### src/rtl/dm_jtag_dtm.sv
// JTAG DTM: oversampled 1149.1 TAP exposing DTMCS, DMI and (with DTM_IDCODE_EN) IDCODE.
// Latency: a TCK edge acts 3 clk after the pin edge; a DMI update raises dmi_valid on the next clk.
// Backpressure: dmi_valid holds until dmi_ready; a scan meeting an unfinished request sets sticky busy.
module dm_jtag_dtm #(
    parameter int          ABITS  = 7,
    parameter logic [31:0] IDCODE = 32'h1000_0A6F
) (
    input  logic             clk,
    input  logic             reset,
    input  logic             jtag_tck,
    input  logic             jtag_tms,
    input  logic             jtag_tdi,
    output logic             jtag_tdo,
    output logic             jtag_tdo_en,
    output logic             dmi_valid,
    input  logic             dmi_ready,
    output logic             dmi_write,
    output logic [ABITS-1:0] dmi_addr,
    output logic [31:0]      dmi_wdata,
    input  logic [31:0]      dmi_rdata
);

    localparam int          DRW     = ABITS + 34;
    localparam logic [5:0]  ABITS_F = 6'(ABITS);
`ifdef DTM_IDCODE_EN
    localparam logic [4:0]  IR_TLR  = 5'h01;
`else
    localparam logic [4:0]  IR_TLR  = 5'h1F;
`endif

    typedef enum logic [3:0] {
        TLR, RTI, SEL_DR, CAP_DR, SHIFT_DR, EX1_DR, PAUSE_DR, EX2_DR, UPD_DR,
        SEL_IR, CAP_IR, SHIFT_IR, EX1_IR, PAUSE_IR, EX2_IR, UPD_IR
    } tap_state_t;

    typedef enum logic [1:0] {DR_BYPASS, DR_IDCODE, DR_DTMCS, DR_DMI} dr_sel_t;
    typedef enum logic [1:0] {D_IDLE, D_REQ, D_RESP} dmi_state_t;

    logic [1:0]     tck_s, tms_s, tdi_s;
    logic           tck_q, tck_rise, tck_fall, tms, tdi;
    tap_state_t     tap_state, tap_next;
    dmi_state_t     dmi_st, dmi_nx;
    dr_sel_t        dr_sel;
    logic [4:0]     ir, ir_sr;
    logic [DRW-1:0] dr_sr, dmi_cap;
    logic [31:0]    dtmcs_cap, last_rdata;
    logic           busy, issue;

    always_ff @(posedge clk or posedge reset) begin
        if (reset) begin
            tck_s <= '0;
            tms_s <= '0;
            tdi_s <= '0;
            tck_q <= 1'b0;
        end else begin
            tck_s <= {tck_s[0], jtag_tck};
            tms_s <= {tms_s[0], jtag_tms};
            tdi_s <= {tdi_s[0], jtag_tdi};
            tck_q <= tck_s[1];
        end
    end

    assign tck_rise = tck_s[1] & ~tck_q;
    assign tck_fall = ~tck_s[1] & tck_q;
    assign tms      = tms_s[1];
    assign tdi      = tdi_s[1];

    always_ff @(posedge clk or posedge reset) begin
        if (reset) tap_state <= TLR;
        else       tap_state <= tap_next;
    end

    always_comb begin
        tap_next = tap_state;
        if (tck_rise) begin
            case (tap_state)
                TLR:      tap_next = tms ? TLR      : RTI;
                RTI:      tap_next = tms ? SEL_DR   : RTI;
                SEL_DR:   tap_next = tms ? SEL_IR   : CAP_DR;
                CAP_DR:   tap_next = tms ? EX1_DR   : SHIFT_DR;
                SHIFT_DR: tap_next = tms ? EX1_DR   : SHIFT_DR;
                EX1_DR:   tap_next = tms ? UPD_DR   : PAUSE_DR;
                PAUSE_DR: tap_next = tms ? EX2_DR   : PAUSE_DR;
                EX2_DR:   tap_next = tms ? UPD_DR   : SHIFT_DR;
                UPD_DR:   tap_next = tms ? SEL_DR   : RTI;
                SEL_IR:   tap_next = tms ? TLR      : CAP_IR;
                CAP_IR:   tap_next = tms ? EX1_IR   : SHIFT_IR;
                SHIFT_IR: tap_next = tms ? EX1_IR   : SHIFT_IR;
                EX1_IR:   tap_next = tms ? UPD_IR   : PAUSE_IR;
                PAUSE_IR: tap_next = tms ? EX2_IR   : PAUSE_IR;
                EX2_IR:   tap_next = tms ? UPD_IR   : SHIFT_IR;
                UPD_IR:   tap_next = tms ? SEL_DR   : RTI;
                default:  tap_next = TLR;
            endcase
        end
    end

    always_comb begin
        dr_sel = DR_BYPASS;
        case (ir)
`ifdef DTM_IDCODE_EN
            5'h01:   dr_sel = DR_IDCODE;
`endif
            5'h10:   dr_sel = DR_DTMCS;
            5'h11:   dr_sel = DR_DMI;
            default: dr_sel = DR_BYPASS;
        endcase
    end

    assign dtmcs_cap = {14'h0, 1'b0, 1'b0, 1'b0, 3'd1, busy ? 2'd3 : 2'd0, ABITS_F, 4'd1};
    assign dmi_cap   = {dmi_addr, last_rdata, (busy || dmi_st != D_IDLE) ? 2'd3 : 2'd0};

    // Only an idle, non-busy DMI update with a read or write op starts a bus request.
    assign issue = tck_fall && tap_state == UPD_DR && dr_sel == DR_DMI && !busy &&
                   dmi_st == D_IDLE && (dr_sr[1:0] == 2'd1 || dr_sr[1:0] == 2'd2);

    always_ff @(posedge clk or posedge reset) begin
        if (reset) begin
            ir          <= 5'h01;
            ir_sr       <= 5'h01;
            dr_sr       <= '0;
            busy        <= 1'b0;
            jtag_tdo    <= 1'b0;
            jtag_tdo_en <= 1'b0;
        end else begin
            if (tck_rise) begin
                if (tap_next == TLR) ir <= IR_TLR;
                case (tap_state)
                    CAP_IR:   ir_sr <= 5'b00001;
                    SHIFT_IR: ir_sr <= {tdi, ir_sr[4:1]};
                    CAP_DR: begin
                        case (dr_sel)
                            DR_IDCODE: dr_sr <= {{(DRW-32){1'b0}}, IDCODE};
                            DR_DTMCS:  dr_sr <= {{(DRW-32){1'b0}}, dtmcs_cap};
                            DR_DMI: begin
                                dr_sr <= dmi_cap;
                                if (dmi_st != D_IDLE) busy <= 1'b1;
                            end
                            default:   dr_sr <= '0;
                        endcase
                    end
                    SHIFT_DR: begin
                        case (dr_sel)
                            DR_DMI:    dr_sr <= {tdi, dr_sr[DRW-1:1]};
                            DR_BYPASS: dr_sr <= {{(DRW-1){1'b0}}, tdi};
                            default:   dr_sr <= {{(DRW-32){1'b0}}, tdi, dr_sr[31:1]};
                        endcase
                    end
                    default: ;
                endcase
            end
            if (tck_fall) begin
                jtag_tdo    <= (tap_state == SHIFT_IR) ? ir_sr[0] : dr_sr[0];
                jtag_tdo_en <= (tap_state == SHIFT_IR) || (tap_state == SHIFT_DR);
                if (tap_state == UPD_IR) ir <= ir_sr;
                if (tap_state == UPD_DR && dr_sel == DR_DTMCS && (dr_sr[16] || dr_sr[17]))
                    busy <= 1'b0;
                if (tap_state == UPD_DR && dr_sel == DR_DMI && !busy && dmi_st != D_IDLE)
                    busy <= 1'b1;
            end
        end
    end

    always_ff @(posedge clk or posedge reset) begin
        if (reset) begin
            dmi_st     <= D_IDLE;
            dmi_write  <= 1'b0;
            dmi_addr   <= '0;
            dmi_wdata  <= '0;
            last_rdata <= '0;
        end else begin
            dmi_st <= dmi_nx;
            if (issue) begin
                dmi_addr  <= dr_sr[DRW-1:34];
                dmi_wdata <= dr_sr[33:2];
                dmi_write <= (dr_sr[1:0] == 2'd2);
            end
            // Read data arrives the cycle after the handshake.
            if (dmi_st == D_RESP && !dmi_write) last_rdata <= dmi_rdata;
        end
    end

    always_comb begin
        dmi_nx = dmi_st;
        case (dmi_st)
            D_IDLE:  if (issue) dmi_nx = D_REQ;
            D_REQ:   if (dmi_ready) dmi_nx = D_RESP;
            D_RESP:  dmi_nx = D_IDLE;
            default: dmi_nx = D_IDLE;
        endcase
    end

    assign dmi_valid = (dmi_st == D_REQ);

endmodule

### config.mk
export PLATFORM = sky130hd
export DESIGN_NAME = dm_jtag_dtm
export DESIGN_NICKNAME = d
export VERILOG_FILES = /design/src/rtl/dm_jtag_dtm.sv
export SDC_FILE = /design/constraint.sdc
export NUM_CORES = 1
export LEC_CHECK = 0
export ABC_AREA = 1
export CAP_MARGIN = 15
export CORE_UTILIZATION = 50
export CTS_CLUSTER_SIZE = 16
export DETAILED_ROUTE_END_ITERATION = 16
export PLACE_DENSITY = 0.74
export SLEW_MARGIN = 20
export SYNTH_ARGS = -nofsm -noshare
export SYNTH_HDL_FRONTEND = slang
export SYNTH_SLANG_ARGS = --single-unit
### constraint.sdc
create_clock -name clk -period 7.6 [get_ports clk]
set_input_delay 2.28 -clock clk [delete_from_list [all_inputs] [get_ports clk]]
set_output_delay 2.28 -clock clk [all_outputs]
set_load 0.03 [all_outputs]
* After elaboration in Yosys (flattened, before gate mapping) *
Cells that the tools add are included.

storage, ports and cells
  register bits = 139
  input bits = 38
  output and inout bits = 43
  word-level logic and storage cells = 112

operators by class
  eq/ne operators = 26
  multiplexer cells = 36
  bitwise gates (word level) = 4
  reductions and logical operators = 30

operators with widths
  kind                  count
  $pmux W41 S2          2
  $pmux W41 S3          1
  $pmux W4 S12          1
  $eq A4 B4 Y1 const B  8
  $mux W4               5
  $mux W5               4
  $eq A4 B3 Y1 const B  4
  $mux W2               7
  $logic_and A1 B1 Y1   11
  $mux W1               11
  $eq A5 B5 Y1 const B  2
  $pmux W5 S2           1
  $eq A2 B2 Y1 const B  4
  $eq A4 B2 Y1 const B  2
  $logic_not A4 Y1      2
  $pmux W2 S2           2
  $eq A2 B1 Y1 const B  3
  $mux W3               2
  $reduce_and A2 Y1     3
  $reduce_bool A2 Y1    3
  $eq A4 B1 Y1 const B  1
  $logic_not A2 Y1      2
  $logic_or A1 B1 Y1    4
  $reduce_or A2 Y1      2
  other kinds (6)       9

* Logic depth before layout (Yosys ltp) *
  depth in word-level cells = 9
  gate-level depth with buffers = 10
  mapped depth without buffers = 9

* Least setup slack after synthesis *
Ideal clock, no wire load.

  path kind = register to output
  start point = register dmi_st[1]
  end point = output port dmi_valid
  arrival = 837 ps
  data required time = 5320 ps
  setup slack = 4483 ps
  stages on the path, launching flop included = 2
  buffers on the path = 0
  cells stage by stage = dfrtp_1 nor2_1

on the way
  longest elaborated chain between the ends = 1

ends and longest elaborated chain
  item                    line  text
  start, declared         42    dmi_state_t dmi_st, dmi_nx;
  start signal, assigned  172   dmi_st <= dmi_nx;
  $eq A2 B1 Y1            193   assign dmi_valid = (dmi_st == D_REQ);
  end, declared           15    output logic dmi_valid,

No other way between the ends.

* Worst setup path in the final report *
  start point = register dmi_st[0]
  end point = output port dmi_valid

The elaborated chain is that of the path after synthesis.

==> impl_results.rst <==
.. list-table::
   :header-rows: 1

   * - Metric
     - Value
   * - Status
     - finished, violations left
   * - Violated checks
     - design-rule violations
   * - HPWL reported at the end of detailed placement
     - 8.65 mm
   * - First-pass GRT wire length
     - 22.7 mm
   * - Sum of negative setup slack
     - 0 ns
   * - Startpoint Class
     - register
   * - Cells taking the most area after synthesis
     - sky130_fd_sc_hd__dfrtp_1 57%, sky130_fd_sc_hd__nand2_1 7.5%, sky130_fd_sc_hd__o21ai_0 5.6%
   * - Sequential area share after synthesis
     - 0.577
   * - Synth top area share
     - 0.568
   * - Maximum level of the CTS H-tree
     - 4
   * - Count of distinct cell types in the synthesized netlist
     - 31
   * - Final core utilization
     - 0.637
   * - Crit-path max FO
     - 3
   * - Avg Inst Size Synth
     - 9.26 sq um
   * - Final count of pins violating max slew
     - 0
   * - Worst path cell trace
     - inv_1 -> nor2_1 -> clkdlybuf4s50_1
   * - Number of failing hold endpoints at the final stage
     - 0
   * - Total iterations of the first detailed-routing run
     - 10
   * - Worst path top cell family by delay
     - buffers and inverters
   * - Maximum cell stage delay along the critical path
     - 0.70 ns
   * - Min Clock Period, post-route
     - 4.01 ns
   * - Vias per cell
     - 5.31
   * - Number of gates resized after cts
     - 0
   * - Combined global-route utilization of all metal layers
     - 0.232
   * - Class of the tightest hold or removal check
     - register to register
   * - Fraction of registers with async set/reset
     - 1.00
   * - TritonCTS Buffers
     - 17
   * - Kind of end point of the critical path
     - primary output
   * - Routability congestion estimate
     - 0.852
   * - Final-report setup violation count
     - 0
   * - Highest-delay cell along the critical path
     - sky130_fd_sc_hd__clkdlybuf4s50_1
   * - Top-level I/O count
     - 81
   * - Worst-Margin Slew
     - 0.984 ns
   * - Clock tree root buffer cell
     - sky130_fd_sc_hd__clkbuf_16
   * - Starting density of the core
     - 0.520
   * - Worst Path Buf+Inv
     - 2
   * - Number of enable-type register cells in the synthesized netlist
     - 0
   * - Nets
     - 756
   * - Layout Area Growth over Synthesis
     - 22.5%
   * - Number of register bits inferred by synthesis
     - 139
   * - Count of inserted antenna diode cells
     - 0
   * - Remaining routing DRC violations
     - 5
   * - Via count
     - 4637
   * - Clock tree from TritonCTS
     - built
   * - Worst Hold Endpoint
     - tdi_s[1]
   * - 1st-iter DRT viols
     - 235
   * - Arrival time worst endpoint
     - 1.73 ns
   * - Fraction of the cycle the final worst path needs
     - 0.527
   * - Number of max-capacitance violations reported
     - 0
   * - Count of hold-fix buffers inserted at cts
     - 0
   * - Dominant cell type by area after synthesis
     - sky130_fd_sc_hd__dfrtp_1
   * - Warning count from the yosys run
     - 0
   * - Source-to-sink clock delay at the later pin of the worst-skew pair
     - 0.41 ns
   * - Start point of the worst min-delay path
     - tdi_s[0]
   * - Setup clock skew after layout
     - 0.0112 ns
   * - Total of fill cells in the finished design
     - 927
   * - # Post-CTS Setup Buffers
     - 0
   * - Count of nets left with antenna violations after detail routing
     - 0
   * - Die width
     - 112 um
   * - Syn Nets
     - 691
   * - Worst Hold Margin
     - 0.349 ns
   * - Clock slew at reported path FFs
     - 0.06 ns
   * - Maximum number of pins on one net before global-route repair
     - 101
   * - Buffers on Ports
     - 80
   * - Setup CP Type
     - register to primary output
   * - Via count of the first global-routing pass
     - 4601
   * - Pwr Density
     - 285 nW/um^2
   * - Post-Route WL
     - 13.5 mm
   * - Fmax
     - 250 MHz
   * - Placement row count
     - 39
   * - Data required, critical path
     - 5.32 ns
   * - Buffers from clock root to sink, at most
     - 2
   * - Launch point of the worst reg-to-reg path
     - tap_state[0]
   * - Full die area
     - 12500 sq um
   * - Number of instances in the synthesized netlist
     - 652
   * - Wire per inst
     - 15.5 um
   * - Leakage
     - 3.33 nW
   * - Share of cells above drive strength 1
     - 0.105
   * - Gr ovfl total
     - 0
   * - Max transition margin
     - 0.342
   * - Number of instances on the worst hold path
     - 0
   * - FF-to-FF path depth
     - 7
   * - CORE AREA
     - 11600 sq um
   * - TritonCTS sink count
     - 139
   * - Worst-case register-to-register setup slack
     - 4.97 ns
   * - Number of antenna violations at the first check in global routing
     - 0
   * - Unrepaired setup endpoints after global routing
     - no
   * - Top flip-flop cell by instance count after synthesis
     - sky130_fd_sc_hd__dfrtp_1
   * - Cell area after synthesis
     - 6030 sq um
   * - Vert. Die Dim
     - 112 um
   * - Worst reg2reg path endpoint
     - dr_sr[13]
   * - Peak ir drop on the vdd network
     - 118 uV
-- cells in the final DEF (no fill, tap or decap), types with 2 or more instances in the layout --
cell type                         count
sky130_fd_sc_hd__a32oi_1              2
sky130_fd_sc_hd__a21oi_1             36
sky130_fd_sc_hd__clkbuf_8             5
sky130_fd_sc_hd__nor2_4               5
sky130_fd_sc_hd__inv_2                7
sky130_fd_sc_hd__buf_4                2
sky130_fd_sc_hd__nand2_2              5
sky130_fd_sc_hd__clkbuf_1             4
sky130_fd_sc_hd__clkdlybuf4s50_1     80
sky130_fd_sc_hd__a22oi_1             10
sky130_fd_sc_hd__dfrtp_1            137
sky130_fd_sc_hd__a31oi_1              5
sky130_fd_sc_hd__dfstp_2              2
sky130_fd_sc_hd__nor2_2               2
sky130_fd_sc_hd__clkbuf_16           17
sky130_fd_sc_hd__nor3_1               2
sky130_fd_sc_hd__clkinvlp_4           2
sky130_fd_sc_hd__mux2_2              18
sky130_fd_sc_hd__nor2_1              59
sky130_fd_sc_hd__o21ai_1             15
sky130_fd_sc_hd__o21ai_0             67
sky130_fd_sc_hd__clkinv_2             3
sky130_fd_sc_hd__mux2_4               2
sky130_fd_sc_hd__nand3_2              2
sky130_fd_sc_hd__nand3_1             14
sky130_fd_sc_hd__nand2_1            119
sky130_fd_sc_hd__inv_1               76
sky130_fd_sc_hd__o22ai_1             24
-- synth_stat cells, drive strengths merged (2+ instances only) --
cell,count
a21oi,36
a22oi,10
a31oi,5
a32oi,2
buf,26
clkbuf,10
dfrtp,137
dfstp,2
inv,84
mux2,20
nand2,125
nand3,16
nor2,66
nor3,4
o21ai,82
o22ai,24
-- area by class of cell --
cell class                 instances  area, sq um  share of cell area
sequential                       139         3480               0.471
multi-input combinational        393         2030               0.274
timing repair buffer              82          816               0.110
clock buffer                      26          509              0.0689
inverter                          84          320              0.0433
tap                              143          179              0.0242
clock inverter                     6         60.1             0.00812
-- state kept, by name (all words and copies together) (netlist names) --
name         flops
ir_sr            5
busy             1
dr_sr           41
dmi_st           2
tap_state        4
jtag_tdo         1
dmi_wdata       32
tms_s            2
tdi_s            2
ir               5
tck_q            1
dmi_write        1
last_rdata      32
jtag_tdo_en      1
dmi_addr         7
tck_s            2
-- logic make-up after synthesis --
| group | Yosys count | share of synthesized area |
|---|---|---|
| DFF | 139 | 0.577 |
| AOI/OAI and AO/OA | 160 | 0.145 |
| buffers and inverters | 120 | 0.0873 |
| muxes | 20 | 0.0386 |
| and+or+nand+nor | 212 | 0.151 |
| adders and majority gates | 1 | 0.00207 |
-- worst register-to-register path, delay by kind of cell, from the launching register on --
kind | cells | cell delay, ns
buffers and inverters | 2 | 0.81
and+or+nand+nor | 4 | 0.70
DFF | 1 | 0.65
AOI/OAI and AO/OA | 1 | 0.29
-- worst max-delay path by stage --
stage / cells past startpoint / slack (ns) / end / from
finish: 3 / 3.59 / dmi_valid / dmi_st[0]
CTS: 3 / 3.59 / dmi_valid / dmi_st[0]
global route: 3 / 3.54 / dmi_valid / dmi_st[0]
detailed placement: 3 / 3.59 / dmi_wdata[11] / reset
global placement: 3 / 3.63 / dmi_wdata[11] / reset
floorplan: 1 / 1.60 / busy / reset
-- through the flow --
| step | instance area [sq um] | std cells | power [mW] | worst slack, ns |
|---|---|---|---|---|
| after floorplan | 6030 | 652 | 1.22 | 1.60 |
| after CTS | 7390 | 873 | 2.12 | 3.59 |
| after detailed placement | 6830 | 841 | 1.32 | 3.59 |
| after global routing | 7390 | 873 | 2.22 | 3.54 |
| final | 7390 | 873 | 2.11 | 3.59 |
| after global placement | 6830 | 841 | 1.30 | 3.63 |
-- layer usage --
metal | wire length [um] | global-route usage | vias up
li1 | - | - | 2243
met1 | 6090 | 0.313 | 2241
met2 | 6540 | 0.368 | 142
met3 | 744 | 0.0566 | 11
met4 | 133 | 0.0820 | 0
met5 | 0 | 0 | -
-- where the power goes --
part           total [mW]  leakage (nW)  internal (mW)  switching, mW
registers           0.930          1.78          0.847         0.0828
logic               0.385          1.28          0.141          0.244
clock network       0.790         0.276          0.492          0.298
total                2.11          3.33           1.48          0.625
Power figures use the tool's default switching activity.
